==> config.mk <==
export PLATFORM = sky130hd
export DESIGN_NAME = counter_mod_n
export DESIGN_NICKNAME = d
export VERILOG_FILES = /design/src/rtl/counter_mod_n.sv
export SDC_FILE = /design/constraint.sdc
export NUM_CORES = 1
export LEC_CHECK = 0
export CAP_MARGIN = 5
export CORE_AREA = 2 2 39 41
export CTS_CLUSTER_DIAMETER = 80
export DETAILED_ROUTE_END_ITERATION = 10
export DIE_AREA = 0 0 41 43
export DONT_BUFFER_PORTS = 1
export PLACE_DENSITY = 0.54
export SLEW_MARGIN = 25
export SYNTH_ARGS = -nofsm -noshare
export SYNTH_HDL_FRONTEND = slang
export SYNTH_SLANG_ARGS = --single-unit
export TNS_END_PERCENT = 100
==> constraint.sdc <==
create_clock -name clk -period 2 [get_ports clk]
set_input_delay 0.6 -clock clk [delete_from_list [all_inputs] [get_ports clk]]
set_output_delay 0.6 -clock clk [all_outputs]
set_load 0.01 [all_outputs]
==> src/rtl/counter_mod_n.sv <==
// counter_mod_n: cascadable modulo-MOD up/down counter with parallel load.
//
// Build option:
//   COUNTER_CASCADE_HOLD_EN  when defined, a down-counting stage sitting at 0
//                            with all higher stages at 0 (upper_zero=1) holds
//                            at 0 instead of wrapping, and raises done.
//                            When undefined, upper_zero has no effect, the
//                            counter always wraps 0 -> MOD-1 and done is 0.
//
// Per-edge priority: rst > load > count enable (enablen low) > hold.
// rco_L depends only on state, enablen, up and the cascade hold condition,
// never on load, so a higher stage can be loaded in the same cycle.

module counter_mod_n #(
   parameter int W   = 4,
   parameter int MOD = 10
) (
   input  logic         clk,
   input  logic         rst,
   input  logic         enablen,
   input  logic         load,
   input  logic         up,
   input  logic [W-1:0] in,
   input  logic         upper_zero,
   output logic [W-1:0] count,
   output logic         rco_L,
   output logic         done
);

   localparam logic [W-1:0] MAX_VAL = W'(MOD - 1);
   localparam logic [W-1:0] ONE     = W'(1);
   localparam logic [W:0]   MOD_EXT = (W + 1)'(MOD);

`ifdef COUNTER_CASCADE_HOLD_EN
   localparam logic HOLD_EN = 1'b1;
`else
   localparam logic HOLD_EN = 1'b0;
`endif

   logic [W-1:0] count_q;
   logic [W-1:0] count_d;
   logic [W-1:0] load_val;
   logic [W-1:0] inc_val;
   logic [W-1:0] dec_val;
   logic         at_top;
   logic         at_zero;
   logic         terminal;
   logic         hold_zero;
   logic         step_en;

   // Terminal and cascade-hold detection from current state and live inputs.
   always_comb begin
      at_top    = (count_q == MAX_VAL);
      at_zero   = (count_q == '0);
      terminal  = up ? at_top : at_zero;
      hold_zero = HOLD_EN & ~up & at_zero & upper_zero;
      step_en   = ~enablen;
   end

   // Combinational status outputs; a held stage never ripples a borrow.
   always_comb begin
      rco_L = ~(step_en & terminal & ~hold_zero);
      done  = hold_zero;
   end

   // Candidate next values; out-of-range state is folded back into range.
   always_comb begin
      load_val = ({1'b0, in} >= MOD_EXT) ? MAX_VAL : in;

      if (count_q >= MAX_VAL) begin
         inc_val = '0;
      end else begin
         inc_val = count_q + ONE;
      end

      if (count_q > MAX_VAL) begin
         dec_val = MAX_VAL;
      end else if (at_zero) begin
         dec_val = hold_zero ? '0 : MAX_VAL;
      end else begin
         dec_val = count_q - ONE;
      end
   end

   // Next-state select: load beats counting, otherwise hold.
   always_comb begin
      count_d = count_q;
      if (load) begin
         count_d = load_val;
      end else if (step_en) begin
         count_d = up ? inc_val : dec_val;
      end
   end

   // State register with synchronous reset taking priority over everything.
   always_ff @(posedge clk) begin
      if (rst) begin
         count_q <= '0;
      end else begin
         count_q <= count_d;
      end
   end

   assign count = count_q;

endmodule

=== Word-level counts from Yosys, hierarchy flattened ===
Cells that the tools add are included.

* Add/sub/neg operators: 2
* Order comparisons: 3
* Equality and inequality tests: 2
* Multiplexer cells: 8
* Bitwise operators: 3
* Reduce and logical (&&, ||, !) cells: 1

{| class="wikitable"
|+ Operators with widths
! cell !! number
|-
| $mux 4 || 7
|-
| $ge 4x4->1 const B || 2
|-
| $add 4x1->4 const B || 1
|-
| $eq 4x4->1 const B || 1
|-
| $gt 4x4->1 const B || 1
|-
| $logic_not 4->1 || 1
|-
| $sub 4x1->4 const B || 1
|-
| $ne 2x1->1 const B || 1
|-
| $not 1->1 || 2
|-
| $and 1x1->1 || 1
|-
| $mux 1 || 1
|}

* Register bits after elaboration: 4
* Bits of input ports: 10
* Output and inout bits: 6
* Word-level logic and storage cells: 20

=== Depth between registers and ports, before layout ===
* Depth in word-level cells: 6
* Mapped depth: 6
* Depth with buffers taken out: 6

=== Least setup slack after synthesis ===
No wires, ideal clock.

* Path type: register to register
* From: register count_q[1], in the netlist count[1]
* To: register count_q[0], in the netlist count[0]
* Setup time: 88 ps
* Data arrival time: 1640 ps
* Data required time: 1912 ps
* Path slack: 271 ps
* Cell stages (with the launch flop): 6
* Buffers on the path: 0
* Clock period less this slack: 1729 ps
* Cell sequence: dfxtp_1 inv_1 ha_1 or3b_1 a311o_1 a311oi_2

* Cells in the longest elaborated chain, start to end: 6
* Elaborated cells on any way between the ends: 9
* Those cells by class: 2 x order compare; 6 x mux; 1 x reduce/logical

{| class="wikitable"
|+ Ends and longest elaborated chain
! element !! RTL line !! text
|-
| start: declaration || 40 || <nowiki>logic [W-1:0] count_q;</nowiki>
|-
| start signal: assignment || 100 || <nowiki>count_q <= count_d;</nowiki>
|-
| parallel branches: the longest is 3 deep, another holds $gt 4x4->1 || - ||
|-
| $mux 4 * || 91 || <nowiki>count_d = up ? inc_val : dec_val;</nowiki>
|-
| $mux 4 * || 90 || <nowiki>end else if (step_en) begin</nowiki>
|-
| $mux 4 * || 88 || <nowiki>if (load) begin</nowiki>
|}

Every way passes the cells marked *. The select of a mux whose other input is x is not followed.
A chain may end at the register's enable or synchronous reset.

=== Final worst setup path ===
* From: register count_q[0], in the netlist count[0]
* To: output port rco_L

* Cells in the longest elaborated chain, start to end: 4
* Elaborated cells on any way between the ends: 5
* Those cells by class: 1 x eq/ne; 1 x mux; 2 x bitwise; 1 x reduce/logical

{| class="wikitable"
|+ Ends and longest elaborated chain
! element !! RTL line !! text
|-
| $eq 4x4->1 or $logic_not 4->1 (tied branches) || 53, 54 ||
|-
| $mux 1 * || 55 || <nowiki>terminal = up ? at_top : at_zero;</nowiki>
|-
| $and 1x1->1 * || 62 || <nowiki>rco_L = ~(step_en & terminal & ~hold_zero);</nowiki>
|-
| $not 1->1 * || 62 ||
|-
| end: declaration || 26 || <nowiki>output logic rco_L,</nowiki>
|}

Mark *: on every way between the ends. The rest lies on a longest branch, timed or not.

==> qor.log <==
INFO  die            floorplan.rows=14
INFO  worst_setup_path path_buf_inv=1
INFO  finish         post_route_cells_drive_above_1_share=0.150
INFO  sta            timing.clock.skew=0.00619ns
INFO  synth          gate_count_post_synth=59
INFO  worst_setup_path worst-path-max-fanout=7
INFO  synth          post_synth_main_area_contributors=dfxtp_1, ha_1, o21ai_0
INFO  sta            hold_viol_final=0
INFO  clock_tree     clkSlewWorstSetupHoldPaths=0.03ns
INFO  drt            post_drt_via_cell_ratio=5.87
INFO  power          net-switching-power=0.0000887W
INFO  synth          netlist_area=460µm²
INFO  grt            grt_antenna_before_repair=0
INFO  clock_tree     postCtsSetupRepairBufs=0
INFO  drt            drc=0
INFO  flow_run       max_cap_viol_count=0
INFO  power          worst_ir_drop_vdd=474µV
INFO  place          placement.io_buffers=0
INFO  place          instance_area_after_placement=480µm²
INFO  worst_setup_path critical_path.startpoint_type=flop
INFO  finish         flip_flop_count_of_the_largest_register_after_layout=4
INFO  grt            grt_first_pass_wirelength=1660µm
INFO  worst_setup_path critPathCaptureType=output pin
INFO  worst_setup_path critPathMaxStageDelay=0.39ns
INFO  die            ios=16
INFO  grt            grtUsageTotal=0.139
INFO  worst_setup_path critical_path.top_delay_family=flip-flops
INFO  drt            detailroute.via_count=446
INFO  die            die_area=0.00176mm²
INFO  worst_setup_path critPathSlowestCell=dfxtp_2
INFO  power          power_per_cell_area=570mW/mm²
INFO  power          p_int=0.000199W
INFO  finish         mostFrequentLayoutCells=nor2_1, o21ai_0, ha_1
INFO  power          portion_of_total_power_attributed_to_combinational_logic=0.320
INFO  synth          synth_warnings=0
INFO  clock_tree     htreeDepth=1
INFO  sta            drv_slew=0
INFO  synth          mappedNetlistNets=73
INFO  sta            timing.final.crit_share=0.927
INFO  synth          yosysTopAreaCellShare=0.174
INFO  clock_tree     tritoncts=built
INFO  power          power_switching_share=0.309
INFO  finish         post-route-util=0.364
INFO  drt            drt-initial-drc-count=9
INFO  sta            final.setup.tns=0ns
INFO  die            chipWidth=41µm
INFO  power          sequentialPowerShare=0.344
INFO  die            initial_core_util=0.333
INFO  sta            max_clock_freq=0.539GHz
INFO  sta            timing.final.setup_violations=0
INFO  worst_setup_path path_cells=inv_1, ha_1, nand2b_1, o21ai_0, nand2_1
INFO  place          hpwlAfterDp=822µm
INFO  drt            post_drt_wl_per_cell=13.9µm
INFO  power          pwr-share-clk=0.336
INFO  grt            maximum_number_of_pins_on_one_net_before_global_route_repair=12
INFO  synth          postSynthRegisterBits=4
INFO  finish         syn_to_final_growth=9.51%
INFO  sta            rsz0062_at_grt=false
INFO  clock_tree     cts_root_buffer=clkbuf_4
INFO  grt            grt_pass1_vias=411
INFO  drt            antenna_violating_nets_remaining=0
INFO  synth          synth_sequential_area_ratio=0.174
INFO  sta            min_period=1.85ns
INFO  clock_tree     cts_inserted_buffers=3
INFO  clock_tree     clk_path_buf_depth=2
INFO  power          tot_pwr=0.000288W
INFO  synth          yosys_cell_types=36
INFO  die            fp.dieH=43µm
INFO  finish         num-nets-final=76
INFO  drt            drt_first_pass_iters=4
INFO  outcome        outcome=finished clean
INFO  worst_setup_path worst-endpoint-arrival=1.25ns
INFO  clock_tree     clock_sink_count=4
INFO  synth          syn-mean-instance-area=7.80µm²
INFO  finish         n_antenna_cell=0
INFO  place          gp_congestion=0.789
INFO  finish         layout.cell_area.non_filler=504µm²
INFO  power          power_leakage=0.194nW
INFO  hold_path      path_category_of_the_worst_min_delay_check=input port to flop
INFO  synth          synth_largest_area_cell=dfxtp_1
INFO  die            design.core.area=0.00138mm²
INFO  worst_setup_path critical_path_class=flop to output pin
INFO  worst_setup_path worst-endpoint-required=1.40ns
INFO  grt            overflow=0
INFO  drt            postRouteWirelength=1060µm
INFO  clock_tree     worstSkewPairLatency=0.23ns
worst reg2reg max path, stage by stage, from the launching register on:
cell and delay (ns):
dfxtp_2 0.35, inv_1 0.11, ha_1 0.24, or3b_1 0.40, a311o_1 0.38, a311oi_2 0.19
final timing paths:
| check | from | endpoint | slack, ns | cells after the start |
|---|---|---|---|---|
| setup / recovery | count[0] | rco_L | 0.15 | 5 |
| hold / removal | rst | count[0] | 0.43 | 1 |
| hold reg to reg | count[0] | count[0] | 0.60 | 2 |
| setup reg to reg | count[0] | count[0] | 0.24 | 5 |
cells in the mapped netlist, drive strengths merged:
library cell and count:
nand2 3, or3b 1, dfxtp 4, nand2b 3, a21oi 3, nor4b 1
nand3 1, conb 1, and2b 1, a311oi 2, and4b 1, o21bai 1
nor2 4, a22oi 1, a221o 1, inv 3, and4bb 1, clkbuf 3
nand3b 1, nor3 1, o2bb2ai 2, or3 1, o21ai 4, a41oi 1
a211oi 1, and3b 1, nor2b 1, ha 4, o31a 1, buf 2
o41ai 1, nor3b 1, a221oi 1, a311o 1
stage by stage:
stage          hold slack (ns)  cells  worst slack [ns]
5_1_grt                  0.413     76            0.0294
6_report                 0.432     76             0.145
4_1_cts                  0.428     76            0.0206
3_5_place_dp             0.644     73             0.216
2_1_floorplan            0.631     59             0.271
3_3_place_gp             0.664     73             0.186
repair_timing:
item | in CTS | in global routing
endpoints found under the setup margin | 0 | 1
hold buffers | 0 | 0
resized for setup | 0 | 1
area by class of cell:
type                            instances  area (µm²)
Inverter                                3        11.3
Tap cell                               16        20.0
Sequential cell                         4        81.3
Clock buffer                            3        22.5
Fill cell                             152         880
Multi-Input combinational cell         47         347
Timing Repair Buffer                    3        22.5
power by group through the flow:
| stage | combinational, W | clock (W) | sequential, W |
|---|---|---|---|
| after floorplan | 0.0000757 | 0 | 0.0000998 |
| after global placement | 0.0000931 | 0 | 0.0000999 |
| after detailed placement | 0.0000919 | 0 | 0.0000999 |
| after CTS | 0.0000925 | 0.000103 | 0.0000986 |
| after global routing | 0.000105 | 0.000108 | 0.000101 |
| final | 0.0000921 | 0.0000966 | 0.0000989 |
per-layer routing:
layer | up-vias | share of wire | track usage
li1 | 225 | - | -
met5 | - | 0 | 0
met1 | 192 | 0.51 | 0.199
met2 | 29 | 0.39 | 0.184
met4 | 0 | 0 | 0.0200
met3 | 0 | 0.10 | 0.0733
cell families (layout without fill, tap and decap cells):
logic type / after synthesis / in the layout / share of synthesized area
and+or+nand+nor: 22 / 22 / 0.302
AOI/OAI and AO/OA: 20 / 20 / 0.334
buffers and inverters: 8 / 9 / 0.0734
adders and majority gates: 4 / 4 / 0.109
DFF: 4 / 4 / 0.174
other: 1 / 1 / 0.00814
Note: power is estimated with default switching activity, not from simulation.
